## src/rtl/shot_scheduler.sv

```systemverilog
// shot_scheduler: projectile slot controller for the player sprite.
// Turns fire-key press edges into shots in a small pool of slots. A new shot
// starts at the player's position and heading. Every frame, each live shot
// moves one step and is retired when its lifetime runs out or it leaves the
// screen.
module shot_scheduler #(
   parameter int         NUM_SLOTS = 4,
   parameter int         COOLDOWN  = 8,
   parameter int         LIFETIME  = 60,
   parameter int         SHOT_STEP = 4,
   parameter int         X_MAX     = 639,
   parameter int         Y_MAX     = 479,
   parameter logic [7:0] FIRE_KEY  = 8'h2C
) (
   input  logic                      frame_clk,
   input  logic                      Reset,
   input  logic [63:0]               keycode,
   input  logic [9:0]                BallX,
   input  logic [9:0]                BallY,
   input  logic [5:0]                BallAngle,
   output logic [10*NUM_SLOTS-1:0]   ShotX,
   output logic [10*NUM_SLOTS-1:0]   ShotY,
   output logic [NUM_SLOTS-1:0]      ShotActive,
   output logic                      Fire,
   output logic                      CooldownBusy
);

   localparam int LIFE_W = $clog2(LIFETIME + 1);
   localparam int CD_W   = (COOLDOWN < 1) ? 1 : $clog2(COOLDOWN + 1);

   localparam logic [9:0]        X_LIM     = 10'(X_MAX);
   localparam logic [9:0]        Y_LIM     = 10'(Y_MAX);
   localparam logic [9:0]        STEP_A    = 10'(SHOT_STEP);
   localparam logic [9:0]        STEP_D    = 10'(SHOT_STEP - 1);
   localparam logic [9:0]        NEG_A     = 10'd0 - STEP_A;
   localparam logic [9:0]        NEG_D     = 10'd0 - STEP_D;
   localparam logic [LIFE_W-1:0] LIFE_INIT = LIFE_W'(LIFETIME);
   localparam logic [CD_W-1:0]   CD_INIT   = CD_W'(COOLDOWN);

   logic [9:0]           x_q    [NUM_SLOTS];
   logic [9:0]           x_d    [NUM_SLOTS];
   logic [9:0]           y_q    [NUM_SLOTS];
   logic [9:0]           y_d    [NUM_SLOTS];
   logic [2:0]           dir_q  [NUM_SLOTS];
   logic [2:0]           dir_d  [NUM_SLOTS];
   logic [LIFE_W-1:0]    life_q [NUM_SLOTS];
   logic [LIFE_W-1:0]    life_d [NUM_SLOTS];
   logic [9:0]           nx     [NUM_SLOTS];
   logic [9:0]           ny     [NUM_SLOTS];
   logic [NUM_SLOTS-1:0] active_q, active_d;
   logic [NUM_SLOTS-1:0] spawn_sel;
   logic [CD_W-1:0]      cooldown_q, cooldown_d;
   logic                 fire_q, fire_d;
   logic                 busy_q, busy_d;
   logic                 pressed_q, pressed_d;
   logic                 fire_req, have_free, spawn;
   logic                 angle_unused;

   // Headings finer than one octant have no effect on a shot's motion.
   assign angle_unused = ^BallAngle[2:0];

   // Per-octant X step (screen Y grows downward).
   function automatic logic [9:0] step_dx(input logic [2:0] oct);
      case (oct)
         3'd0:    return STEP_A;
         3'd1:    return STEP_D;
         3'd2:    return 10'd0;
         3'd3:    return NEG_D;
         3'd4:    return NEG_A;
         3'd5:    return NEG_D;
         3'd6:    return 10'd0;
         default: return STEP_D;
      endcase
   endfunction

   // Per-octant Y step.
   function automatic logic [9:0] step_dy(input logic [2:0] oct);
      case (oct)
         3'd0:    return 10'd0;
         3'd1:    return STEP_D;
         3'd2:    return STEP_A;
         3'd3:    return STEP_D;
         3'd4:    return 10'd0;
         3'd5:    return NEG_D;
         3'd6:    return NEG_A;
         default: return NEG_D;
      endcase
   endfunction

   // Fire key seen in any of the eight report bytes; only a fresh press requests a shot.
   always_comb begin
      pressed_d = 1'b0;
      for (int b = 0; b < 8; b++) begin
         if (keycode[8*b +: 8] == FIRE_KEY) pressed_d = 1'b1;
      end
      fire_req = pressed_d & ~pressed_q;
   end

   // Lowest-index free slot, judged from registered activity so a slot retiring now is still busy.
   always_comb begin
      spawn_sel = '0;
      have_free = 1'b0;
      for (int i = 0; i < NUM_SLOTS; i++) begin
         if (!active_q[i] && !have_free) begin
            spawn_sel[i] = 1'b1;
            have_free    = 1'b1;
         end
      end
      // A count of 1 reaches zero on this same edge, so the reload may happen now.
      spawn = fire_req && have_free && (cooldown_q <= CD_W'(1));
   end

   // Candidate next position of every slot, wrapping in 10 bits so left/top exits land high.
   always_comb begin
      for (int i = 0; i < NUM_SLOTS; i++) begin
         nx[i] = x_q[i] + step_dx(dir_q[i]);
         ny[i] = y_q[i] + step_dy(dir_q[i]);
      end
   end

   // Next state for every slot plus the cooldown counter and fire pulse.
   always_comb begin
      active_d = active_q;
      for (int i = 0; i < NUM_SLOTS; i++) begin
         x_d[i]    = x_q[i];
         y_d[i]    = y_q[i];
         dir_d[i]  = dir_q[i];
         life_d[i] = life_q[i];
         if (spawn && spawn_sel[i]) begin
            x_d[i]      = BallX;
            y_d[i]      = BallY;
            dir_d[i]    = BallAngle[5:3];
            life_d[i]   = LIFE_INIT;
            active_d[i] = 1'b1;
         end else if (active_q[i]) begin
            if (life_q[i] == LIFE_W'(1)) begin
               active_d[i] = 1'b0;
            end else if ((nx[i] > X_LIM) || (ny[i] > Y_LIM)) begin
               active_d[i] = 1'b0;
            end else begin
               x_d[i]    = nx[i];
               y_d[i]    = ny[i];
               life_d[i] = life_q[i] - LIFE_W'(1);
            end
         end
      end

      cooldown_d = cooldown_q;
      if (spawn) begin
         cooldown_d = CD_INIT;
      end else if (cooldown_q != '0) begin
         cooldown_d = cooldown_q - CD_W'(1);
      end
      busy_d = (cooldown_d != '0);
      fire_d = spawn;
   end

   // State registers; reset clears every shot but still tracks the key so a held key cannot fire.
   always_ff @(posedge frame_clk) begin
      pressed_q <= pressed_d;
      if (Reset) begin
         for (int i = 0; i < NUM_SLOTS; i++) begin
            x_q[i]    <= '0;
            y_q[i]    <= '0;
            dir_q[i]  <= '0;
            life_q[i] <= '0;
         end
         active_q   <= '0;
         cooldown_q <= '0;
         fire_q     <= 1'b0;
         busy_q     <= 1'b0;
      end else begin
         for (int i = 0; i < NUM_SLOTS; i++) begin
            x_q[i]    <= x_d[i];
            y_q[i]    <= y_d[i];
            dir_q[i]  <= dir_d[i];
            life_q[i] <= life_d[i];
         end
         active_q   <= active_d;
         cooldown_q <= cooldown_d;
         fire_q     <= fire_d;
         busy_q     <= busy_d;
      end
   end

   // Pack the slot registers onto the output buses.
   always_comb begin
      ShotX = '0;
      ShotY = '0;
      for (int i = 0; i < NUM_SLOTS; i++) begin
         ShotX[10*i +: 10] = x_q[i];
         ShotY[10*i +: 10] = y_q[i];
      end
   end

   assign ShotActive   = active_q;
   assign Fire         = fire_q;
   assign CooldownBusy = busy_q;

endmodule

```

## config.mk

```make
export PLATFORM = sky130hd
export DESIGN_NAME = shot_scheduler
export DESIGN_NICKNAME = d
export VERILOG_FILES = /design/src/rtl/shot_scheduler.sv
export SDC_FILE = /design/constraint.sdc
export NUM_CORES = 1
export LEC_CHECK = 0
export ABC_AREA = 0
export ABC_CLOCK_PERIOD_IN_PS = 6100
export CORE_UTILIZATION = 58
export CTS_CLUSTER_DIAMETER = 80
export DETAILED_ROUTE_END_ITERATION = 7
export HOLD_SLACK_MARGIN = 0.1
export PLACE_DENSITY_LB_ADDON = 0.12
export SLEW_MARGIN = 25
export SYNTH_ARGS = -nofsm -noshare
export SYNTH_HDL_FRONTEND = slang
export SYNTH_SLANG_ARGS = --single-unit
```

## constraint.sdc

```tcl
create_clock -name frame_clk -period 6.1 [get_ports frame_clk]
set_clock_uncertainty 0.15 [all_clocks]
set_input_delay 1.525 -clock frame_clk [delete_from_list [all_inputs] [get_ports frame_clk]]
set_output_delay 1.525 -clock frame_clk [all_outputs]
set_load 0.03 [all_outputs]
```

## After elaboration in Yosys (flattened, before gate mapping)

Memories as Yosys holds them, arrays and structs flattened.
Index checks and enable logic that the tools add are counted.

- RAM bits: 116
- Memories kept: 4
- Bits of input ports: 92
- Bits in registers: 11
- Logic and storage cells: 237
- Output and inout port bits: 86

Memories:

| memory | words | bits a word | rd ports | clocked after Yosys merged registers in | wr ports | RTL line | text |
|---|---|---|---|---|---|---|---|
| x_q | 4 | 10 | 4 | 0 | 4 | 40 | `logic [9:0] x_q [NUM_SLOTS];` |
| y_q | 4 | 10 | 4 | 0 | 4 | 42 | `logic [9:0] y_q [NUM_SLOTS];` |
| life_q | 4 | 6 | 4 | 0 | 4 | 46 | `logic [LIFE_W-1:0] life_q [NUM_SLOTS];` |
| dir_q | 4 | 3 | 4 | 0 | 4 | 44 | `logic [2:0] dir_q [NUM_SLOTS];` |

- Reduce and logical (&&, ||, !) cells: 40
- Add/sub/neg operators: 13
- Eq/ne operators: 36
- Mux-type cells: 112
- $lt $le $gt $ge: 9
- Bitwise gates (word level): 18

Operator list:

| cell | count |
|---|---|
| 10-bit two-way mux | 40 |
| 10-bit case mux with 4 select lines | 8 |
| 6-bit two-way mux | 20 |
| 10-bit adder | 8 |
| 8-bit by 6-bit == test with 1-bit output, second input constant | 8 |
| 10-bit greater-than comparator, second input constant | 4 |
| 10-bit by 9-bit greater-than comparator with 1-bit output, second input constant | 4 |
| 3-bit == test, second input constant | 12 |
| 1-bit two-way mux | 34 |
| 2-bit OR reduction | 16 |
| 3-bit by 2-bit == test with 1-bit output, second input constant | 8 |
| 6-bit by 1-bit == test with 1-bit output, second input constant | 4 |
| 3-bit two-way mux | 8 |
| 6-bit by 1-bit subtractor with 6-bit output, second input constant | 4 |
| 1-bit OR | 16 |
| 3-bit by 1-bit == test with 1-bit output, second input constant | 4 |
| 3-bit zero test | 4 |
| 1-bit logical AND | 9 |
| 4-bit two-way mux | 2 |
| 4-bit nonzero test | 2 |
| 1-bit zero test | 5 |
| 4-bit by 1-bit <= comparator with 1-bit output, second input constant | 1 |
| 1-bit logical OR | 4 |
| 4-bit by 1-bit subtractor with 4-bit output, second input constant | 1 |
| 2 further kinds | 2 |

## Depth between registers and ports, before layout

- Depth in word-level cells: 15
- Mapped depth: 14
- Gate-level depth less buffers: 12

## Worst setup path before layout

Ideal clock, no wire load.

- Kind: input to register
- Start: in keycode[28]
- End: mem x_q[0][3]
- Required time: 5.880 ns
- Data arrival time: 3.291 ns
- Buffers on the path: 2
- Setup time: 0.070 ns
- Path slack: 2.588 ns
- Stages on the path: 9
- Path through: nor4b_1 > nand4_1 > nand4_1 > o21ai_1 > nor2_1 > clkbuf_1 > clkbuf_1 > a2bb2oi_1 > a21oi_1

RTL lines:

| what | RTL line | text |
|---|---|---|
| from (decl) | 17 | `input logic [63:0] keycode,` |
| to (decl) | 40 |  |

==> metrics.md <==
| Metric | Value |
|---|---|
| Initial core utilization | `0.6026` |
| Crit path kind | `register to register` |
| Synth Register Bits | `about 130` |
| Largest cells by area after synthesis | `dfxtp_1 (26%), ha_1 (11%), nor2_1 (4.8%)` |
| Final WL | `roughly 29,000 um` |
| Mapped cell area | `0.009711 mm2` |
| Finish-stage setup viols | `0` |
| Status | `finished, final reports clean` |
| Cell area after layout | `0.01204 mm2` |
| Area share of the largest cell type after synthesis | `0.2618` |
| Commonest cells in the netlist | `dfxtp_1 (127), nor2_1 (123), nand2_1 (102), ha_1 (83), a21oi_1 (76)` |
| Max-Cap Viols | `0` |
| ANT cells | `0` |
| Routed wire per std cell | `18.71 um` |
| Hold Buf Count CTS | `0` |
| Relative slew slack | `0.2677` |
| CP Launch Type | `register` |
| First-pass GRT wire length | `approximately 46,000 um` |
| Worst-path fanout max | `27` |
| CTS tree | `yes` |
| Clk buf depth | `2` |
| Sequential share of power | `0.413` |
| Pin count of the biggest net entering global routing | `104` |
| Fillers | `1,246` |
| Final ANT Viol Nets | `0` |
| Clk root buf | `clkbuf_16` |
| Clock period minus worst slack | `~4600 ps` |
| Final count of hold timing violations | `0` |
| Critical path required time | `approximately 6300 ps` |
| Vias per cell | `~6.3` |
| Worst-path clk slew | `approximately 60 ps` |
| Top FF cell, synth | `dfxtp_1` |
| Count leader, synth | `dfxtp_1` |
| Worst ir drop on vdd | `about 230 uV` |
| Max frequency | `219.4 MHz` |
| Fin. max-slew vios | `0` |
| Gr usage total | `0.3375` |
| P_int | `1.576 mW` |
| Critical path cell sequence | `nor2b_1 > mux2i_1 > inv_1 > ha_1 > o21ai_0 > o21bai_1 > o31a_1 > o41ai_4 > xnor3_1 > nor2_2 > nor2_1 > o311a_1` |
| Worst path slowest cell | `nor2_2` |
| Logic gate share of total power | `0.139` |
| Clk Latency, worst-skew pair | `420 ps` |
| CP peak stage delay | `860 ps` |
| Post-CTS Resized | `0` |
| P&R area growth vs syn | `23.98%` |
| RSZ-0062 raised after global routing | `no` |
| CP Capture Type | `register` |
| # DRC | `0` |
| HPWL after DPL | `20,310 um` |
| Nets@finish | `approximately 1.5k` |
| Final core utilization | `0.7471` |
| Syn Area/Cell | `8.065 um2` |
| Postcts setup bufs | `0` |
| Placement Cell Area | `between 0.01 and 0.015 mm2` |
| IO Count | `178` |
| Post-Synthesis Cells | `1,204` |
| GPL Wtd Cong | `about 0.93` |
| Library cells used by synthesis | `88` |
| H-tree depth | `4` |
| Setup TNS | `0 ps` |
| CTS Buf Count | `17` |
| Area of the core | `0.01612 mm2` |
| NetSw | `550.2 uW` |
| CP arrival | `4720 ps` |
| Layout cell share with drive strength beyond 1 | `0.05572` |
| Clock power share | `0.447` |
| Syn nets | `1,387` |
| Least-Margin Pin Slew | `around 1100 ps` |
| Hold_ws | `340.5 ps` |
| Full die area | `between 0.015 and 0.02 mm2` |
| Die width | `131.4 um` |
| Initial antenna violation count | `0` |
| Synth Warn # | `0` |
| Sw Ratio | `0.2587` |
| Number of global-route vias before repair | `9,098` |
| Static Leak | `4.654 nW` |
| Congestion Overflow GR | `0` |
| Pwr Density | `176.6 mW/mm2` |
| Async SR Flop Fraction | `0` |
| Worst min-delay path category | `register to register` |
| Number of cell rows | `46` |
| Area leader, netlist | `dfxtp_1` |
| Sequential Area | `0.002542 mm2` |
| Period utilization | `0.7474` |
| TritonRoute pass-1 iters | `7` |
| Via Count | `approximately 9.8k` |
| Share of the yosys chip area belonging to registers | `0.2618` |
| Die height | `131.4 um` |
| DRT iter0 DRCs | `904` |
| Clock Sinks | `127` |
| Post-synth EDFFs | `0` |
| Port Buffers | `~170` |
| Multi-input logic area | `0.006731 mm2` |
## state kept, by name, indices dropped and copies added (netlist names), 4 cells and up
signal and cells:
x_q 40, y_q 40, dir_q 12, ShotActive 4, cooldown_q 4, life_q 24
## per-stage QoR
stage | power (mW) | cells | setup WS [ps]
5_1_grt | 2.204 | 1562 | 1279
6_report | 2.126 | 1562 | 1541
3_3_place_gp | 1.180 | 1530 | 1363
2_1_floorplan | 1.053 | 1204 | 2588
3_5_place_dp | 1.187 | 1530 | 1327
4_1_cts | 2.130 | 1562 | 1590
## layout make-up
class,instances,share of cell area
inverter,35,0.01091
clock buffer,25,0.04032
clock inverter,7,0.004989
multi-input combinational,968,0.5591
timing repair buffer,184,0.1510
tap,216,0.02245
sequential,127,0.2112
## final timing paths
| check | from | endpoint | slack (ps) | depth (start not counted) |
|---|---|---|---|---|
| worst min register to register | x_q[3][5]$_SDFFE_PP0P_ | x_q[3][5]$_SDFFE_PP0P_ | 340 | 2 |
| worst max register to register | dir_q[2][0]$_SDFFE_PP0P_ | life_q[2][2]$_SDFFE_PP0P_ | 1540 | 12 |
| worst max-delay path | dir_q[2][0]$_SDFFE_PP0P_ | life_q[2][2]$_SDFFE_PP0P_ | 1540 | 12 |
| worst min-delay path | x_q[3][5]$_SDFFE_PP0P_ | x_q[3][5]$_SDFFE_PP0P_ | 340 | 2 |
## layout by cell type, fill, tap and decap left out, drive strengths merged, types with 9 or more instances in the layout
cell type and instances:
nand4 22, a2bb2oi 10, o211ai 13, inv 35, a21o 15, nor2 124
a21oi 77, nand2 102, clkbuf 25, or3 23, a311oi 52, a211oi 24
a2111oi 9, xnor2 54, dfxtp 127, nand3 63, nor3 32, o21a 12
a31oi 22, o21ai 55, clkdlybuf4s50 173, xor2 13, buf 11, ha 83
nor2b 9
## cells by family (layout without fill, tap and decap cells)
family / Yosys count / after routing / share of synthesized area
AO/OA/AOI/OAI: 352 / 352 / 0.2626
XOR/XNOR: 69 / 69 / 0.06971
adder cells (fa/ha/maj): 91 / 91 / 0.1234
buffers and inverters: 109 / 251 / 0.04613
flip-flops: 127 / 127 / 0.2618
multiplexers: 10 / 10 / 0.01108
AND/OR/NAND/NOR: 446 / 446 / 0.2252
## layer usage
layer | routed length (um) | up-vias | track usage
met1 | 11980 | 4563 | 0.4231
met5 | 0 | - | 0
met3 | 2509 | 70 | 0.07523
met4 | 1159 | 0 | 0.1525
li1 | - | 4770 | -
met2 | 13580 | 438 | 0.5523
## power by group through the flow
stage          Combinational [mW]  Clock (mW)  Sequential [mW]
2_1_floorplan               0.146           0            0.907
3_3_place_gp                0.285           0            0.895
3_5_place_dp                0.291           0            0.896
4_1_cts                     0.293       0.958            0.879
5_1_grt                     0.321        1.00            0.882
6_report                    0.296       0.951            0.879
## worst max-delay path: cells and delay by family, from the launching register on
| family | cells | cell delay [ps] |
|---|---|---|
| flip-flops | 1 | 480 |
| multiplexers | 1 | 260 |
| buffers and inverters | 1 | 240 |
| XOR/XNOR | 1 | 300 |
| AND/OR/NAND/NOR | 3 | 1500 |
| adder cells (fa/ha/maj) | 1 | 330 |
| AO/OA/AOI/OAI | 5 | 1170 |
(Power assumes the default switching activity.)
